## src/rtl/fft_unscrambler_if.sv

```systemverilog
// Read port of the ping-pong result RAM plus the natural-order output stream of fft_unscrambler.
// out_idx is present only when FFT_UNSCR_IDX_EN is defined.
interface fft_unscrambler_if #(
  parameter int BITS_PER_ROW = 3,
  parameter int DATA_W       = 32
);
  logic                    mem_rd_en;
  logic                    mem_rd_bank;
  logic [BITS_PER_ROW-1:0] mem_rd_addr;
  logic [DATA_W-1:0]       mem_rd_data;
  logic                    out_valid;
  logic                    out_ready;
  logic [DATA_W-1:0]       out_data;
  logic                    out_last;
`ifdef FFT_UNSCR_IDX_EN
  logic [BITS_PER_ROW-1:0] out_idx;

  modport master (
    output mem_rd_en, mem_rd_bank, mem_rd_addr,
    input  mem_rd_data,
    output out_valid, out_data, out_last, out_idx,
    input  out_ready
  );

  modport slave (
    input  mem_rd_en, mem_rd_bank, mem_rd_addr,
    output mem_rd_data,
    input  out_valid, out_data, out_last, out_idx,
    output out_ready
  );
`else
  modport master (
    output mem_rd_en, mem_rd_bank, mem_rd_addr,
    input  mem_rd_data,
    output out_valid, out_data, out_last,
    input  out_ready
  );

  modport slave (
    input  mem_rd_en, mem_rd_bank, mem_rd_addr,
    output mem_rd_data,
    input  out_valid, out_data, out_last,
    output out_ready
  );
`endif
endinterface

```

## src/rtl/fft_unscrambler.sv

```systemverilog
// Streams a bit-reversed FFT result bank out in natural bin order through a 2-entry skid FIFO.
// Optional FFT_UNSCR_IDX_EN: carries the natural bin index with each beat on out_idx.
module fft_unscrambler #(
  parameter int N            = 8,
  parameter int BITS_PER_ROW = 3,
  parameter int DATA_W       = 32
) (
  input  logic              clk,
  input  logic              rst_n,
  input  logic              start,
  input  logic              bank_sel,
  output logic              busy,
  output logic              done,
  fft_unscrambler_if.master bus
);

  typedef enum logic [1:0] {
    IDLE  = 2'd0,
    READ  = 2'd1,
    DRAIN = 2'd2,
    FIN   = 2'd3
  } state_t;

  typedef struct packed {
    logic                    last;
`ifdef FFT_UNSCR_IDX_EN
    logic [BITS_PER_ROW-1:0] idx;
`endif
    logic [DATA_W-1:0]       data;
  } entry_t;

  localparam logic [BITS_PER_ROW-1:0] LAST_IDX = BITS_PER_ROW'(N - 1);

  function automatic logic [BITS_PER_ROW-1:0] bit_rev(input logic [BITS_PER_ROW-1:0] v);
    logic [BITS_PER_ROW-1:0] r;
    r = '0;
    for (int i = 0; i < BITS_PER_ROW; i++) begin
      r[BITS_PER_ROW-1-i] = v[i];
    end
    return r;
  endfunction

  state_t                  state_r;
  state_t                  state_nxt_s;
  logic [BITS_PER_ROW-1:0] rd_idx_r;
  logic                    bank_r;
  logic                    inflight_r;
  logic                    inflight_last_r;
`ifdef FFT_UNSCR_IDX_EN
  logic [BITS_PER_ROW-1:0] inflight_idx_r;
`endif
  entry_t                  head_r;
  entry_t                  tail_r;
  entry_t                  push_entry_s;
  logic [1:0]              count_r;
  logic                    busy_r;
  logic                    done_r;
  logic                    busy_nxt_s;
  logic                    done_nxt_s;
  logic                    start_acc_s;
  logic                    pop_s;
  logic                    push_s;
  logic                    issue_s;
  logic                    last_issue_s;
  logic                    beat_last_s;
  logic [2:0]              occ_s;

  assign start_acc_s  = start && (state_r == IDLE);
  assign pop_s        = (count_r != 2'd0) && bus.out_ready;
  assign push_s       = inflight_r;
  assign beat_last_s  = pop_s && head_r.last;
  // Occupancy once this cycle's pop is taken out; keeps a full-rate stream going without overflow.
  assign occ_s        = 3'(count_r) + 3'(inflight_r) - 3'(pop_s);
  assign last_issue_s = issue_s && (rd_idx_r == LAST_IDX);

  // State register.
  always_ff @(posedge clk or negedge rst_n) begin
    if (!rst_n) begin
      state_r <= IDLE;
    end else begin
      state_r <= state_nxt_s;
    end
  end

  // Next-state decode.
  always_comb begin
    state_nxt_s = state_r;
    case (state_r)
      IDLE: begin
        if (start_acc_s) state_nxt_s = READ;
        else             state_nxt_s = IDLE;
      end
      READ: begin
        if (last_issue_s) state_nxt_s = DRAIN;
        else              state_nxt_s = READ;
      end
      DRAIN: begin
        if (beat_last_s) state_nxt_s = FIN;
        else             state_nxt_s = DRAIN;
      end
      FIN:     state_nxt_s = IDLE;
      default: state_nxt_s = IDLE;
    endcase
  end

  // Output decode: read issue and next values of the status flags.
  always_comb begin
    issue_s    = 1'b0;
    busy_nxt_s = 1'b0;
    done_nxt_s = 1'b0;
    if ((state_r == READ) && (occ_s < 3'd2)) begin
      issue_s = 1'b1;
    end else begin
      issue_s = 1'b0;
    end
    case (state_nxt_s)
      READ:    busy_nxt_s = 1'b1;
      DRAIN:   busy_nxt_s = 1'b1;
      FIN:     done_nxt_s = 1'b1;
      default: busy_nxt_s = 1'b0;
    endcase
  end

  // Status flag registers.
  always_ff @(posedge clk or negedge rst_n) begin
    if (!rst_n) begin
      busy_r <= 1'b0;
      done_r <= 1'b0;
    end else begin
      busy_r <= busy_nxt_s;
      done_r <= done_nxt_s;
    end
  end

  // Issue counter and captured bank; the counter parks on the last index instead of wrapping.
  always_ff @(posedge clk or negedge rst_n) begin
    if (!rst_n) begin
      rd_idx_r <= '0;
      bank_r   <= 1'b0;
    end else if (start_acc_s) begin
      rd_idx_r <= '0;
      bank_r   <= bank_sel;
    end else if (issue_s && (rd_idx_r != LAST_IDX)) begin
      rd_idx_r <= rd_idx_r + {{(BITS_PER_ROW-1){1'b0}}, 1'b1};
    end else begin
      rd_idx_r <= rd_idx_r;
    end
  end

  // Tags of the read whose data returns next cycle.
  always_ff @(posedge clk or negedge rst_n) begin
    if (!rst_n) begin
      inflight_r      <= 1'b0;
      inflight_last_r <= 1'b0;
`ifdef FFT_UNSCR_IDX_EN
      inflight_idx_r  <= '0;
`endif
    end else begin
      inflight_r      <= issue_s;
      inflight_last_r <= last_issue_s;
`ifdef FFT_UNSCR_IDX_EN
      inflight_idx_r  <= rd_idx_r;
`endif
    end
  end

  // Assemble the entry written into the FIFO from returning RAM data.
  always_comb begin
    push_entry_s      = '0;
    push_entry_s.data = bus.mem_rd_data;
    push_entry_s.last = inflight_last_r;
`ifdef FFT_UNSCR_IDX_EN
    push_entry_s.idx  = inflight_idx_r;
`endif
  end

  // Two-entry skid FIFO; head_r always holds the oldest entry.
  always_ff @(posedge clk or negedge rst_n) begin
    if (!rst_n) begin
      head_r  <= '0;
      tail_r  <= '0;
      count_r <= 2'd0;
    end else begin
      case ({push_s, pop_s})
        2'b10: begin
          if (count_r == 2'd0) head_r <= push_entry_s;
          else                 tail_r <= push_entry_s;
          count_r <= count_r + 2'd1;
        end
        2'b01: begin
          head_r  <= tail_r;
          count_r <= count_r - 2'd1;
        end
        2'b11: begin
          if (count_r == 2'd1) begin
            head_r <= push_entry_s;
          end else begin
            head_r <= tail_r;
            tail_r <= push_entry_s;
          end
        end
        default: count_r <= count_r;
      endcase
    end
  end

  assign busy            = busy_r;
  assign done            = done_r;
  assign bus.mem_rd_en   = issue_s;
  assign bus.mem_rd_bank = bank_r;
  assign bus.mem_rd_addr = bit_rev(rd_idx_r);
  assign bus.out_valid   = (count_r != 2'd0);
  assign bus.out_data    = head_r.data;
  assign bus.out_last    = head_r.last;
`ifdef FFT_UNSCR_IDX_EN
  assign bus.out_idx     = head_r.idx;
`endif

endmodule

```

## src/flat_wrapper.sv

```systemverilog
// flat-port wrapper written by rule: the top's interface ports become plain ports
module fft_unscrambler_flat 
#(
  parameter int N            = 8,
  parameter int BITS_PER_ROW = 3,
  parameter int DATA_W       = 32
)
  (clk, rst_n, start, bank_sel, busy, done, bus_mem_rd_en, bus_mem_rd_bank, bus_mem_rd_addr, bus_mem_rd_data, bus_out_valid, bus_out_data, bus_out_last, bus_out_ready);
  fft_unscrambler_if #(.BITS_PER_ROW(BITS_PER_ROW), .DATA_W(DATA_W)) bus_i ();
  input  logic clk;
  input  logic rst_n;
  input  logic start;
  input  logic bank_sel;
  output logic busy;
  output logic done;
  output wire logic [$bits(bus_i.mem_rd_en)-1:0] bus_mem_rd_en;
  output wire logic [$bits(bus_i.mem_rd_bank)-1:0] bus_mem_rd_bank;
  output wire logic [$bits(bus_i.mem_rd_addr)-1:0] bus_mem_rd_addr;
  input wire logic [$bits(bus_i.mem_rd_data)-1:0] bus_mem_rd_data;
  output wire logic [$bits(bus_i.out_valid)-1:0] bus_out_valid;
  output wire logic [$bits(bus_i.out_data)-1:0] bus_out_data;
  output wire logic [$bits(bus_i.out_last)-1:0] bus_out_last;
  input wire logic [$bits(bus_i.out_ready)-1:0] bus_out_ready;
  assign bus_mem_rd_en = bus_i.mem_rd_en;
  assign bus_mem_rd_bank = bus_i.mem_rd_bank;
  assign bus_mem_rd_addr = bus_i.mem_rd_addr;
  assign bus_i.mem_rd_data = bus_mem_rd_data;
  assign bus_out_valid = bus_i.out_valid;
  assign bus_out_data = bus_i.out_data;
  assign bus_out_last = bus_i.out_last;
  assign bus_i.out_ready = bus_out_ready;
  fft_unscrambler #(.N(N), .BITS_PER_ROW(BITS_PER_ROW), .DATA_W(DATA_W)) u_core (.clk(clk), .rst_n(rst_n), .start(start), .bank_sel(bank_sel), .busy(busy), .done(done), .bus(bus_i));
endmodule
```

## config.mk

```make
export PLATFORM = sky130hd
export DESIGN_NAME = fft_unscrambler_flat
export DESIGN_NICKNAME = d
export VERILOG_FILES = /design/src/rtl/fft_unscrambler_if.sv /design/src/rtl/fft_unscrambler.sv /design/src/flat_wrapper.sv
export SDC_FILE = /design/constraint.sdc
export NUM_CORES = 1
export LEC_CHECK = 0
export BUFFER_PORTS_ARGS = -buffer_cell sky130_fd_sc_hd__clkbuf_2
export CAP_MARGIN = 25
export CORE_MARGIN = 3
export CORE_UTILIZATION = 35
export CTS_CLUSTER_SIZE = 28
export DETAILED_ROUTE_END_ITERATION = 8
export PLACE_DENSITY = 0.61
export SYNTH_ARGS = -nofsm -noshare
export SYNTH_HDL_FRONTEND = slang
export SYNTH_SLANG_ARGS = --single-unit
```

## constraint.sdc

```tcl
create_clock -name clk -period 2.7 [get_ports clk]
set_clock_uncertainty 0.1 [all_clocks]
set_input_delay 0.135 -clock clk [delete_from_list [all_inputs] [get_ports clk]]
set_output_delay 0.135 -clock clk [all_outputs]
set_load 0.01 [all_outputs]
```

==> results.yml <==
setup_path:
  regToRegSetupSlack_ps: 100
  startpoint_type: "flop"
  path_max_fanout: 3
  crit_arrival_ps: 2730
  max_stage_delay_ps: 490
  cp_common_cell: "ha_4"
  r2r_cells: 10
  cp_num_cells: 10
  required_ps: 2830
  critPathTopFamily: "adder cells"
  critical_path_class: "flop to flop"
  cp_slowest_cell: "fa_1"
  critPathBufInv: 1
  cp_cell_sequence: "inv_2, ha_4, nor2b_4, ha_4, nand2b_4, fa_1, nand3b_1, nor3b_2, o22ai_1, ha_1"
  startpoint: "u_core.count_r[1]"
  worst_setup_path_end_kind: "flop"
  r2r_start: "u_core.count_r[1]"
clock_network:
  numCtsBuffers: 9
  clk_latency_ps: 340
  h-tree-depth: 3
  cts.clk_slew.worst_paths_ps: 80
  clock-sinks: 78
  cts_tree: "done"
  cts.path.max_buffers: 2
  ctsRootBufferMaster: "clkbuf_8"
synth:
  syn_inst: 314
  synth.avg_cell_area_um2: 11.1
  synth_area_mm2: 0.00347
  syn-num-nets: 360
  ys_seq_area_share_pct: 56.2
  yosysUniqueCellTypes: 26
  yosys_warnings: 0
  synth.ff_latch_count: 78
placement:
  io_buffer_count: 77
  dpl.cell_count: 511
  dp_hpwl_um: 5000
  gp_congestion: 0.755
routing:
  antenna_left: 0
  num_vias: 2727
  drc_errors: 0
  first_iter_violations: 73
  first_pass_iters: 4
  wl_um: 7910
  wl_per_cell_um: 14.1
  viasPerCell: 4.85
layout:
  fin_nets: 475
  drive_above_1_share_pct: 34.6
  syn_to_final_growth_pct: 33.5
  n_fill_cell: 893
  instances_no_fill: 562
  n_antenna_cell: 0
sta:
  slew_headroom_pct: 56.9
  fin_crit_ps: 2600
  rsz0062_at_grt: "yes"
  fmax_mhz: 385
  setup_viol: 0
  timing.hold.ws_ps: 190
  timing.final.crit_share_pct: 96.3
  worstMarginPinSlew_ps: 645
  hold_viol: 0
  finalMaxSlewViolations: 0
pwr:
  p_leak_uw: 0.00206
  p_total_uw: 5370
  p_per_area_mw_per_mm2: 1160
  max-vdd-ir-drop_mv: 0.577
hold_path:
  hold_class: "primary input to asynchronous set/reset pin"
job:
  max_cap_viol_count: 0
grt:
  grt_pass1_vias: 2742
  antenna_found_initial: 0
  overflow: 0
  grt_pass1_wl_um: 13100
  grtUsageTotal_pct: 14.6
  grt_max_degree: 79
floorplanning:
  initial_utilization_pct: 36.7
  core_area_mm2: 0.00946
  io_pins: 78
  rows: 35
  die_width_um: 106
  die_h_um: 106
  die_area_mm2: 0.0111
status:
  status: "finished clean"
-- worst reg2reg max path, cell delays in order, from the launching register on --
cell and delay, ps:
dfrtp_1 370, inv_2 60, ha_4 160, nor2b_4 130, ha_4 210, nand2b_4 130, fa_1 490, nand3b_1 150
nor3b_2 260, o22ai_1 140, ha_1 300
-- stage by stage --
step	worst slack [ps]	setup TNS (ps)	area, um2	utilization [%]
2_1_floorplan	28.3	0	3500	-
3_3_place_gp	133	0	4060	42.9
3_5_place_dp	84.5	0	4060	42.9
4_1_cts	4.36	0	4580	48.5
5_1_grt	-14.5	-27.3	4630	49.0
6_report	99.6	0	4630	49.0
-- path summary, 6_finish.rpt --
kind                                           to
min in group clk           u_core.bus.mem_rd_bank
hold reg to reg                 u_core.tail_r[21]
setup / recovery                      u_core.busy
hold / removal                 u_core.rd_idx_r[1]
setup reg to reg                      u_core.busy
max in group asynchronous       u_core.tail_r[20]
-- area by class of cell --
| class | instances | area, um2 | share of cell area, % |
|---|---|---|---|
| inverter | 8 | 30.0 | 0.648 |
| clock buffer | 11 | 141 | 3.05 |
| sequential | 78 | 1950 | 42.1 |
| tap | 129 | 161 | 3.48 |
| timing repair buffer | 128 | 881 | 19.0 |
| clock inverter | 4 | 47.5 | 1.03 |
| multi-input combinational | 204 | 1420 | 30.7 |
-- where the power goes --
part	total, uW	switching [uW]	internal [uW]
clock	859	414	445
combinational	2460	1280	1180
sequential	2050	296	1760
total	5370	1990	3390
-- kinds of logic (layout without fill, tap and decap cells) --
kind of cell / after synthesis / in the layout / synth area share [%]
XOR/XNOR: 3 / 3 / 0.757
flip-flops: 78 / 78 / 56.2
adder cells (fa/ha/maj): 9 / 9 / 3.46
multiplexers: 38 / 38 / 12.2
AO/OA/AOI/OAI: 104 / 104 / 16.8
buffers and inverters: 32 / 151 / 4.33
AND/OR/NAND/NOR: 50 / 50 / 6.24
-- per-layer routing --
metal,part of all wire (%),up-vias,global-route usage (%)
met5,0,-,0
met4,0.70,0,4.72
met3,5.4,6,3.61
met2,50,76,25.7
met1,44,1308,17.4
li1,-,1337,-
-- cells in the mapped netlist --
master / instances / area share (%)
a211oi_4: 1 / 0.58
a21o_1: 1 / 0.22
a31oi_1: 34 / 6.1
and2_1: 1 / 0.18
buf_2: 6 / 0.87
buf_6: 3 / 0.97
clkbuf_1: 15 / 1.6
dfrtp_1: 78 / 56
fa_1: 1 / 0.58
ha_1: 8 / 2.9
inv_1: 8 / 0.87
mux2_1: 5 / 1.6
mux2_2: 30 / 9.7
mux2i_1: 3 / 0.87
nand2_1: 4 / 0.43
nand2b_1: 2 / 0.36
nand3b_1: 1 / 0.22
nor2_1: 36 / 3.9
nor2b_1: 3 / 0.54
nor3_1: 1 / 0.14
nor3b_1: 1 / 0.22
o21ai_0: 67 / 9.7
o22ai_1: 1 / 0.18
or3b_2: 1 / 0.25
xnor2_1: 2 / 0.50
xor2_1: 1 / 0.25
-- layout by cell type, fill, tap and decap left out, drive strengths merged, types with 2 or more instances in the layout --
cell type,netlist,routed
clkbuf,15,86
dfrtp,78,78
o21ai,67,67
nor2,36,36
mux2,35,35
a31oi,34,34
dlygate4sd3,0,34
buf,9,19
inv,8,8
ha,8,8
nand2,4,4
mux2i,3,3
nor2b,3,3
xnor2,2,2
clkinv,0,2
nand2b,2,2
-- registers in the layout, summed over array words and instances (netlist names), 2 cells and up --
register	flops
u_core.count_r	2
u_core.state_r	2
u_core.rd_idx_r	3
u_core.bus.out_data	32
u_core.tail_r	33
-- timing repair --
action,in CTS,in global routing
endpoints found under the setup margin,0,2
resized for setup,0,6
endpoints found under the hold margin,143,0
hold buffers,34,0
setup buffers,0,1
No activity file was read; power rests on OpenSTA's default activity.
